File: config.mk
export PLATFORM = sky130hd
export DESIGN_NAME = key_conditioner
export DESIGN_NICKNAME = d
export VERILOG_FILES = /design/src/rtl/key_conditioner_pkg.sv /design/src/rtl/key_debounce.sv /design/src/rtl/key_conditioner.sv
export SDC_FILE = /design/constraint.sdc
export NUM_CORES = 1
export LEC_CHECK = 0
export ABC_CLOCK_PERIOD_IN_PS = 3500
export BUFFER_PORTS_ARGS = -buffer_cell sky130_fd_sc_hd__clkbuf_2
export CAP_MARGIN = 5
export CORE_MARGIN = 5
export CORE_UTILIZATION = 60
export CTS_BUF_LIST = sky130_fd_sc_hd__clkbuf_4 sky130_fd_sc_hd__clkbuf_8 sky130_fd_sc_hd__clkbuf_16
export CTS_CLUSTER_SIZE = 10
export DETAILED_ROUTE_END_ITERATION = 10
export GPL_TIMING_DRIVEN = 1
export PLACE_DENSITY_LB_ADDON = 0.15
export SYNTH_ARGS = -nofsm -noshare
export SYNTH_HDL_FRONTEND = slang
export SYNTH_SLANG_ARGS = --single-unit
File: constraint.sdc
create_clock -name clk -period 3.5 [get_ports clk]
set_clock_uncertainty 0.05 [all_clocks]
set_input_delay 0.35 -clock clk [delete_from_list [all_inputs] [get_ports clk]]
set_output_delay 0.35 -clock clk [all_outputs]
set_load 0.005 [all_outputs]
File: src/rtl/key_conditioner_pkg.sv
// Shared definitions for the key conditioner: race FSM states, race result
// codes and the default debounce length.
package key_conditioner_pkg;

  localparam int DEBOUNCE_MS_DEFAULT = 10;

  typedef enum logic [1:0] {
    RACE_IDLE    = 2'd0,
    RACE_ARMED   = 2'd1,
    RACE_DECIDED = 2'd2
  } race_state_e;

  typedef enum logic [1:0] {
    FIRST_NONE = 2'b00,
    FIRST_P1   = 2'b01,
    FIRST_P2   = 2'b10,
    FIRST_TIE  = 2'b11
  } first_id_e;

  // Key 0 maps to bit 0 and key 3 to bit 1, so both pressed together gives TIE.
  function automatic first_id_e race_winner(input logic press0, input logic press3);
    return first_id_e'({press3, press0});
  endfunction

endpackage

File: src/rtl/key_debounce.sv
// One push-button channel: 2-flop synchronizer, ms-tick debounce counter and
// registered press/release pulses.
module key_debounce
  import key_conditioner_pkg::*;
#(
  parameter int DEBOUNCE_MS = DEBOUNCE_MS_DEFAULT
) (
  input  logic clk,
  input  logic reset,
  input  logic ms_tick,
  input  logic key_n,
  output logic key_level,
  output logic key_press,
  output logic key_release
);

  localparam int CNT_W = $clog2(DEBOUNCE_MS);
  localparam logic [CNT_W-1:0] CNT_MAX = CNT_W'(DEBOUNCE_MS - 1);

  logic             sync1_q, sync2_q;
  logic [CNT_W-1:0] cnt_q, cnt_d;
  logic             level_q, level_d;
  logic             press_q, press_d;
  logic             release_q, release_d;
  logic             sample;

  assign sample = ~sync2_q;

  always_comb begin
    cnt_d     = cnt_q;
    level_d   = level_q;
    press_d   = 1'b0;
    release_d = 1'b0;
    if (sample == level_q) begin
      cnt_d = '0;
    end else if (ms_tick) begin
      // The level flips on the tick that completes the run; otherwise keep counting.
      if (cnt_q >= CNT_MAX) begin
        cnt_d     = '0;
        level_d   = sample;
        press_d   = sample;
        release_d = ~sample;
      end else begin
        cnt_d = cnt_q + 1'b1;
      end
    end
  end

  always_ff @(posedge clk) begin
    if (reset) begin
      sync1_q   <= 1'b1;
      sync2_q   <= 1'b1;
      cnt_q     <= '0;
      level_q   <= 1'b0;
      press_q   <= 1'b0;
      release_q <= 1'b0;
    end else begin
      sync1_q   <= key_n;
      sync2_q   <= sync1_q;
      cnt_q     <= cnt_d;
      level_q   <= level_d;
      press_q   <= press_d;
      release_q <= release_d;
    end
  end

  assign key_level   = level_q;
  assign key_press   = press_q;
  assign key_release = release_q;

endmodule

File: src/rtl/key_conditioner.sv
// Four debounced push-buttons plus a race detector that reports whether key 0
// or key 3 was pressed first after an arm pulse.
module key_conditioner
  import key_conditioner_pkg::*;
#(
  parameter int DEBOUNCE_MS = DEBOUNCE_MS_DEFAULT
) (
  input  logic       clk,
  input  logic       reset,
  input  logic       ms_tick,
  input  logic [3:0] key_n,
  input  logic       arm,
  output logic [3:0] key_level,
  output logic [3:0] key_press,
  output logic [3:0] key_release,
  output logic       first_valid,
  output logic [1:0] first_id
);

  genvar gi;
  generate
    for (gi = 0; gi < 4; gi++) begin : g_key
      key_debounce #(
        .DEBOUNCE_MS(DEBOUNCE_MS)
      ) u_key_debounce (
        .clk        (clk),
        .reset      (reset),
        .ms_tick    (ms_tick),
        .key_n      (key_n[gi]),
        .key_level  (key_level[gi]),
        .key_press  (key_press[gi]),
        .key_release(key_release[gi])
      );
    end
  endgenerate

  race_state_e state_q, state_d;
  logic        first_valid_q, first_valid_d;
  first_id_e   first_id_q, first_id_d;

  always_comb begin
    state_d       = state_q;
    first_valid_d = first_valid_q;
    first_id_d    = first_id_q;
    // arm takes priority, so a press landing on the arm cycle never counts.
    if (arm) begin
      state_d       = RACE_ARMED;
      first_valid_d = 1'b0;
      first_id_d    = FIRST_NONE;
    end else begin
      case (state_q)
        RACE_ARMED: begin
          if (key_press[0] || key_press[3]) begin
            state_d       = RACE_DECIDED;
            first_valid_d = 1'b1;
            first_id_d    = race_winner(key_press[0], key_press[3]);
          end
        end
        default: ;
      endcase
    end
  end

  always_ff @(posedge clk) begin
    if (reset) begin
      state_q       <= RACE_IDLE;
      first_valid_q <= 1'b0;
      first_id_q    <= FIRST_NONE;
    end else begin
      state_q       <= state_d;
      first_valid_q <= first_valid_d;
      first_id_q    <= first_id_d;
    end
  end

  assign first_valid = first_valid_q;
  assign first_id    = first_id_q;

endmodule

==> results of run 1 <==
==> routing by layer <==
metal  global-route usage  share of wire
met1                0.171           0.45
met2                0.265           0.48
met3               0.0648          0.054
met4               0.0844          0.022
met5                    0              0
==> logic make-up after synthesis <==
family / count (synthesis) / synth area share
xor+xnor: 14 / 0.0691
buf+inv: 29 / 0.0889
fa+ha+maj: 12 / 0.0846
compound gates: 22 / 0.0917
flops: 40 / 0.451
simple gates: 59 / 0.192
mux: 4 / 0.0226
==> cell usage in the layout, fill, tap and decap left out, drive strengths merged <==
master and count:
a211o 2, a211oi 3, a21oi 3, a311o 2, a41oi 4, and3 6
and3b 2, and4 2, clkbuf 27, clkinv 1, clkinvlp 1, dfxtp 40
ha 12, inv 10, mux2i 4, nand2 10, nand2b 2, nand3b 2
nand4 4, nor2 11, nor3 6, nor3b 2, o21a 4, o21ai 3
o21bai 1, or2 8, or3b 4, xnor2 6, xor2 8
==> sequential cells by signal (all words and copies together), names as in the netlist <==
| name | flops |
|---|---|
| g_key.u_key_debounce.key_release | 4 |
| first_id | 2 |
| first_valid | 1 |
| g_key.u_key_debounce.key_press | 4 |
| g_key.u_key_debounce.sync2_q | 4 |
| state_q | 1 |
| g_key.u_key_debounce.cnt_q | 16 |
| g_key.u_key_debounce.key_level | 4 |
| g_key.u_key_debounce.sync1_q | 4 |
==> path summary, 6_finish.rpt <==
kind	slack [ns]	from	to	cells past startpoint
max	1.83	g_key[0].u_key_debounce.cnt_q[1]	g_key[0].u_key_debounce.key_release	5
min reg2reg	0.37	g_key[1].u_key_debounce.sync1_q	g_key[1].u_key_debounce.sync2_q	1
max reg2reg	1.83	g_key[0].u_key_debounce.cnt_q[1]	g_key[0].u_key_debounce.key_release	5
min	0.13	key_n[3]	g_key[3].u_key_debounce.sync1_q	2
==> worst max-delay path, delay by kind of cell, from the launching register on <==
family	cells	cell delay (ns)
simple gates	3	0.84
flops	1	0.39
fa+ha+maj	1	0.20
buf+inv	1	0.09
==> report_power, final <==
part	total [mW]	switching, mW	internal (mW)
Clock	0.217	0.144	0.0732
Sequential	0.465	0.00450	0.461
Combinational	0.0329	0.0178	0.0150
Total	0.715	0.166	0.549
==> metrics by stage <==
stage,worst slack (ns),std cells
final,1.83,221
after global routing,1.70,221
after CTS,1.81,221
after detailed placement,1.84,214
after global placement,1.90,214
after floorplan,1.91,180
==> final cells by class <==
type                            count  area [sq um]
Fill cell                         220           952
Multi-Input combinational cell    111           816
Sequential cell                    40           801
Timing Repair Buffer               22           110
Tap cell                           31          38.8
Clock buffer                        5          37.5
Inverter                           10          37.5
Clock inverter                      2          12.5
==> impl_results.md, run 1 <==
- Status: finished, final reports clean
- Setup bufs post-CTS: 0
- Core Util, Final: 0.661
- Top cells by count, synth: dfxtp_1 (40), buf_4 (12), ha_1 (12), nor2_1 (11)
- Drt total wl: between 2000 and 3000 microns
- DP Wirelength: 2100 microns
- Max Cap Viol: 0
- Period utilization: 0.477
- CP Max Fanout: 6
- Share of the synthesized area in the top cell type: 0.451
- Clock transition at the registers of the reported paths: ~0.11 ns
- Die width: roughly 64 microns
- Leak: 0.778 nW
- YS warnings: 0
- Max stage delay cell, worst path: dfxtp_1
- Placed cell areas: 1800 sq um
- Largest net degree at the start of global routing: 29
- Total CTS buffers: 5
- Largest cells by area after synthesis: dfxtp_1 (45%), ha_1 (8.5%), buf_4 (5.1%), xor2_1 (3.9%), xnor2_1 (3.0%)
- Syn_area_per_cell: around 9.9 sq um
- Critical path endpoint category: flip-flop
- Proportion of layout cells with a drive suffix above 1: 0.211
- Final setup viols: 0
- Die Area: a little over 4000 sq um
- Crit-path cells: inv_1, ha_1, or3b_1, and3_1, and4_1
- Worst-case hold slack: approximately 0.13 ns
- Final Max Tran Viols: 0
- Post-route design area: ~1900 sq um
- RSZ-0062 raised after global routing: no
- Most used standard cell by instance count after synthesis: dfxtp_1
- Post-synthesis async set-or-reset flop share: 0
- FF+latch count, synth: 40
- # IOs: 23
- Router iterations before antenna repair: 4
- All-Layer GR Usage: 0.159
- H-tree levels: 2
- Seq/Total Area, Yosys: 0.451
- Initial DRC Count: 26
- Number of synthesized flops with an enable pin: 0
- Routed WL per cell: around 13 microns
- Worst slew pin tran: approximately 0.59 ns
- Max Freq: between 500 and 600 MHz
- TritonCTS Sinks: 40
- First-pass GRT wire length: 5090 microns
- Post-layout min period: 1.67 ns
- Critical path launch point type: flip-flop
- DRC errors left: 0
- Distinct cell type count after synthesis: 31
- Worst-case clock buffer depth: 2
- Req. time, crit path: approximately 3.7 ns
- CTS root buf: clkbuf_4
- Routed Antenna Nets: 0
- Congestion Overflow GR: 0
- Ant. Diodes: 0
- Area Overhead vs Synth: 4.44%
- Gpl congestion: about 0.76
- Worst Hold Class: in2reg
- Routed vias/inst: about 5.5
- CTS tree: done
- I/O Buffers: 22
- Post-Synthesis Cell Area: 1770 sq um
- Top_reg_cell synth: dfxtp_1
- Nets: 210
- Largest area contributor in the netlist: dfxtp_1
- Site Rows: 19
- Synth Instances: 180
- Synthesized Nets: 200
- Core Area: 2810 sq um
- Vias in the first global route: about 1,200
- Peak supply drop: ~0.28 mV
- Critical path type: reg2reg
- Worst path max stage delay: ~0.39 ns
- Hold Fails Final Rpt: 0
- Post-CTS resize count: 0
- Total power: around 720 uW
- Initial Util: 0.632
- P per Cell Area: about 390 nW/um^2
- WP data arrival: about 1.9 ns
- Sum Neg Setup Slack: 0 ns
- Initial antenna violation count: 0
- Clk Latency, worst-skew pair: between 0.3 and 0.4 ns
- Hold_buf cts: 0
- Max-slew headroom: 0.609
- Die Y: between 60 and 70 microns
- Via count: approximately 1,200
Power figures use the tool's default switching activity.
==> inputs of run 2 (changes only) <==
--- a/config.mk
+++ b/config.mk
@@ -5,11 +5,11 @@
 export SDC_FILE = /design/constraint.sdc
 export NUM_CORES = 1
 export LEC_CHECK = 0
-export ABC_CLOCK_PERIOD_IN_PS = 3500
+export ABC_CLOCK_PERIOD_IN_PS = 1700
 export BUFFER_PORTS_ARGS = -buffer_cell sky130_fd_sc_hd__clkbuf_2
 export CAP_MARGIN = 5
 export CORE_MARGIN = 5
-export CORE_UTILIZATION = 60
+export CORE_UTILIZATION = 56
 export CTS_BUF_LIST = sky130_fd_sc_hd__clkbuf_4 sky130_fd_sc_hd__clkbuf_8 sky130_fd_sc_hd__clkbuf_16
 export CTS_CLUSTER_SIZE = 10
 export DETAILED_ROUTE_END_ITERATION = 10
==> constraint.sdc (replaced) <==
create_clock -name clk -period 1.7 [get_ports clk]
set_clock_uncertainty 0.05 [all_clocks]
set_input_delay 0.17 -clock clk [delete_from_list [all_inputs] [get_ports clk]]
set_output_delay 0.17 -clock clk [all_outputs]
set_load 0.005 [all_outputs]
==> impl_results.md, run 2 (same netlist as run 1, synthesis figures left out) <==
- Critical path launch point type: flip-flop
- Max-slew headroom: 0.663 (+0.0536)
- Number of flip-flops under the largest register name: 16 (unchanged)
- Site Rows: 20 (+1)
- All-Layer GR Usage: 0.151 (-0.00753)
- Nets: 218 (+3.8%)
- Leak: 0.819 nW (+5.3%)
- Initial Util: 0.581 (-0.0513)
- CTS root buf: clkbuf_4
- DP Wirelength: 2070 microns (-1.2%)
- Critical path endpoint category: flip-flop
- Die Y: 66.3 microns (+3.0%)
- CTS tree: done
- Gpl congestion: 0.757 (+0.15%)
- DRC errors left: 0 (unchanged)
- Max Freq: 622 MHz (+3.9%)
- Clock transition at the registers of the reported paths: 0.11 ns (about the same)
- Clk Latency, worst-skew pair: 0.34 ns (about the same)
- Req. time, crit path: 1.92 ns (-1.78 ns)
- Worst slew pin tran: 0.506 ns (-0.0804 ns)
- First-pass GRT wire length: 5070 microns (-0.28%)
- H-tree levels: 2 (unchanged)
- Worst setup margin: 0.0920 ns (-1.74 ns)
- Worst Hold Class: in2reg
- Status: finished, final reports clean
- Critical path type: reg2reg
- Initial antenna violation count: 0 (unchanged)
- Core Area: 3050 sq um (+8.8%)
- Drt total wl: 2770 microns (-2.1%)
- Worst Setup EP: g_key[2].u_key_debounce.cnt_q[2]
- CP Max Fanout: 4 (-2)
- Vias in the first global route: 1,241 (+5.0%)
- Area Overhead vs Synth: 9.66%
- R2r startpoint: g_key[2].u_key_debounce.cnt_q[1]
- Via count: 1,254 (+3.6%)
- Sum Neg Setup Slack: 0 ns (unchanged)
- Final Max Tran Viols: 0 (unchanged)
- Proportion of layout cells with a drive suffix above 1: 0.232 (+0.0218)
- Routed WL per cell: 11.4 microns (-11%)
- Flop-to-flop setup slack: 0.09 ns (-1.74 ns)
- Hold Fails Final Rpt: 0 (unchanged)
- Ant. Diodes: 0 (unchanged)
- Congestion Overflow GR: 0 (unchanged)
- Worst-case hold slack: 0.233 ns (+0.105 ns)
- Total power: 1.47 mW (+110%)
- WP data arrival: 1.83 ns (-0.04 ns)
- Router iterations before antenna repair: 4 (unchanged)
- Period utilization: 0.946 (+0.469)
- Post-layout min period: 1.61 ns (-0.0624 ns)
- I/O Buffers: 22 (unchanged)
- Total CTS buffers: 5 (unchanged)
- Die width: 66.3 microns (+3.0%)
- Biggest register: g_key.u_key_debounce.cnt_q
- Routed vias/inst: 5.18 (-5.4%)
- TritonCTS Sinks: 40 (unchanged)
- Worst-case clock buffer depth: 2 (unchanged)
- Layout fillers: 267 (+21%)
- # IOs: 23 (unchanged)
- Commonest non-fill, non-tap cell in the layout: dfxtp_1
- Initial DRC Count: 51 (+96%)
- Pre-CTS setup slack: 0.0500 ns (-1.79 ns)
- Routed Antenna Nets: 0 (unchanged)
- RSZ-0062 raised after global routing: no
- Largest net degree at the start of global routing: 24 (-17%)
- Cells on worst reg2reg path: 5 (unchanged)
- Leading cell types in the layout, fill and taps excluded: dfxtp_1 (38), clkbuf_2 (22), ha_1 (12), nor2_1 (11)
- Final setup viols: 0 (unchanged)
- Peak supply drop: 0.446 mV (+57%)
- Max Cap Viol: 0 (unchanged)
- Die Area: 4390 sq um (+6.0%)
- P per Cell Area: 758 nW/um^2 (+96%)
- Critical path launch point: g_key[2].u_key_debounce.cnt_q[1]
- RR Endpoint: g_key[2].u_key_debounce.cnt_q[2]
-- run 2: cell types whose count changed in the layout (fill, tap and decap cells not counted), sizes merged --
cell | previous run | this run
dlygate4sd3 | 0 | 5
buf | 0 | 3
clkbuf | 27 | 28
clkinvlp | 1 | 0
-- run 2: cell type report --
cell class / instances / area, sq um / share of cell area
flip-flops and latches: 40 / 803 / 0.413
clock inverters: 1 / 5.00 / 0.00257
well taps: 44 / 55.1 / 0.0283
multi-input cells: 111 / 817 / 0.420
clock buffers: 6 / 45.0 / 0.0232
repair buffers: 30 / 183 / 0.0939
inverters: 10 / 37.5 / 0.0193
-- run 2: metrics by stage --
step | cells | instance area (sq um) | util
finish | 242 | 1950 | 0.637
global route | 242 | 1950 | 0.637
CTS | 242 | 1940 | 0.636
detailed placement | 230 | 1840 | 0.603
global placement | 230 | 1840 | 0.603
floorplan | 180 | 1770 | -
-- run 2: repair_timing --
item,4_1_cts,5_1_grt
hold buffers,5,0
buffers inserted,0,0
setup endpoints to repair,0,9
resized for setup,0,3
hold endpoints to repair,7,0
-- run 2: worst min path at each step --
stage                   from                         endpoint  slack (ns)  cells after the start
finish                 reset                       state_q[0]        0.23                      2
global route           reset                       state_q[0]        0.24                      2
CTS                    reset                       state_q[0]        0.23                      2
detailed placement  key_n[1]  g_key[1].u_key_debounce.sync1_q        0.31                      2
global placement    key_n[3]  g_key[3].u_key_debounce.sync1_q        0.30                      2
floorplan                arm                      first_valid        0.19                      1
-- run 2: metal layers --
metal | up-vias | track usage | share of wire
met4 | 0 | 0.0711 | 0.023
li1 | 636 | - | -
met1 | 583 | 0.158 | 0.43
met5 | - | 0 | 0
met3 | 8 | 0.0578 | 0.049
met2 | 27 | 0.263 | 0.50
-- run 2: power breakdown --
group / switching, mW / total, mW / internal [mW]
sequential: 0.00900 / 0.958 / 0.949
combinational: 0.0381 / 0.0779 / 0.0398
clock: 0.270 / 0.438 / 0.168
total: 0.317 / 1.47 / 1.16
-- run 2: worst max-delay path: stages (launching register included) --
cell	delay (ns)
dfxtp_2	0.36
inv_1	0.06
ha_1	0.17
or3b_4	0.38
a311o_1	0.41
nor2_1	0.12
==> inputs of run 3 (changes only) <==
--- a/config.mk
+++ b/config.mk
@@ -8,6 +8,7 @@
 export ABC_CLOCK_PERIOD_IN_PS = 1700
 export BUFFER_PORTS_ARGS = -buffer_cell sky130_fd_sc_hd__clkbuf_2
 export CAP_MARGIN = 5
+export CORE_ASPECT_RATIO = 0.7
 export CORE_MARGIN = 5
 export CORE_UTILIZATION = 56
 export CTS_BUF_LIST = sky130_fd_sc_hd__clkbuf_4 sky130_fd_sc_hd__clkbuf_8 sky130_fd_sc_hd__clkbuf_16
==> impl_results.md, run 3 (same netlist as run 1, synthesis figures left out) <==
- Status: finished, final reports clean
- Initial DRC Count: 66 (+29%)
- Max Freq: 616 MHz (-1.0%)
- I/O Buffers: 22 (unchanged)
- Initial antenna violation count: 0 (unchanged)
- Layout Cells excl Fill: 232 (-4.1%)
- Cell count after placement: 224 (-2.6%)
- Proportion of layout cells with a drive suffix above 1: 0.237 (+0.00479)
- Site Rows: 17 (-15%)
- Area Overhead vs Synth: 10.6%
- Req. time, crit path: 1.87 ns (-0.05 ns)
- Worst Hold Class: in2reg
- Routed WL per cell: 12.6 microns (+10%)
- Max-slew headroom: 0.683 (+0.0205)
- Vias in the first global route: 1,154 (-7.0%)
- WP data arrival: 1.80 ns (-0.03 ns)
- Critical path launch point type: flip-flop
- CP Max Fanout: 4 (unchanged)
- Biggest register: g_key.u_key_debounce.cnt_q
- Critical path endpoint category: flip-flop
- Router iterations before antenna repair: 4 (unchanged)
- # IOs: 23 (unchanged)
- Worst path max stage delay: 0.41 ns (about the same)
- Initial Util: 0.571 (-0.00983)
- Commonest non-fill, non-tap cell in the layout: dfxtp_1
- Critical path type: reg2reg
- Post-layout min period: 1.62 ns (+0.0163 ns)
- Leading cell types in the layout, fill and taps excluded: dfxtp_1 (38), clkbuf_2 (22), ha_1 (12), nor2_1 (11)
- Period utilization: 0.955 (+0.00958)
- Setup bufs post-CTS: 0 (unchanged)
- Post-route design area: 1960 sq um (+0.90%)
- Worst-case clock buffer depth: 2 (unchanged)
- Number of flip-flops under the largest register name: 16 (unchanged)
- Nets: 213 (-2.3%)
- Die Area: 4410 sq um (+0.42%)
- Routed vias/inst: 5.17 (-0.18%)
- Clk Latency, worst-skew pair: 0.29 ns (-0.05 ns)
- Max stage delay cell, worst path: a311o_1
- All-Layer GR Usage: 0.147 (-0.00411)
- H-tree levels: 2 (unchanged)
- Max Cap Viol: 0 (unchanged)
- Final Max Tran Viols: 0 (unchanged)
- Peak supply drop: 0.641 mV (+44%)
- Clock transition at the registers of the reported paths: 0.07 ns (-0.04 ns)
- Leak: 0.832 nW (+1.5%)
- CTS tree: done
- Hold_buf cts: 0 (-5)
- DP Wirelength: 2110 microns (+2.1%)
- First-pass GRT wire length: 5200 microns (+2.6%)
- Worst slew pin tran: 0.475 ns (-0.0307 ns)
- DRC errors left: 0 (unchanged)
- Core Util, Final: 0.632 (-0.00514)
- Total CTS buffers: 5 (unchanged)
- Layout fillers: 253 (-5.2%)
- Largest net degree at the start of global routing: 23 (-4.2%)
- RSZ-0062 raised after global routing: yes
- Ant. Diodes: 0 (unchanged)
- Hold Fails Final Rpt: 0 (unchanged)
- Routed Antenna Nets: 0 (unchanged)
- Die width: 77.3 microns (+17%)
- Drt total wl: 2930 microns (+5.9%)
- Via count: 1,200 (-4.3%)
- CTS root buf: clkbuf_8
- Die Y: 57.1 microns (-14%)
- P per Cell Area: 948 nW/um^2 (+25%)
- Gpl congestion: 0.749 (-1.1%)
- Worst-case hold slack: 0.00874 ns (-0.224 ns)
- Core Area: 3110 sq um (+1.7%)
- Crit-path cells: inv_1, ha_1, or3b_4, a311o_1, nor2_1
- Congestion Overflow GR: 0 (unchanged)
- TritonCTS Sinks: 40 (unchanged)
- Final setup viols: 0 (unchanged)
- Post-CTS resize count: 0 (unchanged)
- Placed cell areas: 1830 sq um (-0.41%)
## run 3: per-stage QoR
stage          setup slack [ns]  setup TNS (ns)  total power [mW]
2_1_floorplan             0.114               0              1.03
3_3_place_gp              0.128               0              1.05
3_5_place_dp             0.0537               0              1.05
4_1_cts                  0.0344               0              1.88
5_1_grt                -0.00958        -0.00958              1.93
6_report                 0.0757               0              1.86
## run 3: routing by layer
metal / GRT usage / up-vias / part of all wire
met5: 0 / - / 0
met4: 0.0588 / 0 / 0.016
met3: 0.0489 / 7 / 0.042
met2: 0.241 / 15 / 0.47
met1: 0.179 / 554 / 0.47
li1: - / 624 / -
## run 3: cell type report
| type | instances | area [sq um] | area share |
|---|---|---|---|
| clock buffer | 7 | 96.3 | 0.0491 |
| clock inverter | 1 | 30.0 | 0.0153 |
| tap | 38 | 47.5 | 0.0242 |
| inverter | 10 | 37.5 | 0.0191 |
| multi-input combinational | 111 | 816 | 0.416 |
| sequential | 40 | 803 | 0.409 |
| timing repair buffer | 25 | 133 | 0.0676 |
## run 3: where the power goes
group | switching, mW | total (mW) | internal, mW
logic | 0.0375 | 0.0698 | 0.0324
clock network | 0.317 | 0.834 | 0.518
registers | 0.00921 | 0.958 | 0.949
total | 0.363 | 1.86 | 1.50
## run 3: worst max-delay path: cells and delay by family (launching register included)
family / cells / cell delay, ns
simple gates: 2 / 0.50
buf+inv: 1 / 0.06
fa+ha+maj: 1 / 0.18
flops: 1 / 0.36
compound gates: 1 / 0.41
## run 3: worst paths after layout
kind	endpoint	from	cells after the start	slack [ns]
hold / removal	g_key[0].u_key_debounce.sync1_q	key_n[0]	2	0.009
setup reg to reg	g_key[1].u_key_debounce.cnt_q[1]	g_key[1].u_key_debounce.cnt_q[1]	5	0.08
hold reg to reg	g_key[2].u_key_debounce.sync2_q	g_key[2].u_key_debounce.sync1_q	1	0.36
setup / recovery	g_key[1].u_key_debounce.cnt_q[1]	g_key[1].u_key_debounce.cnt_q[1]	5	0.08
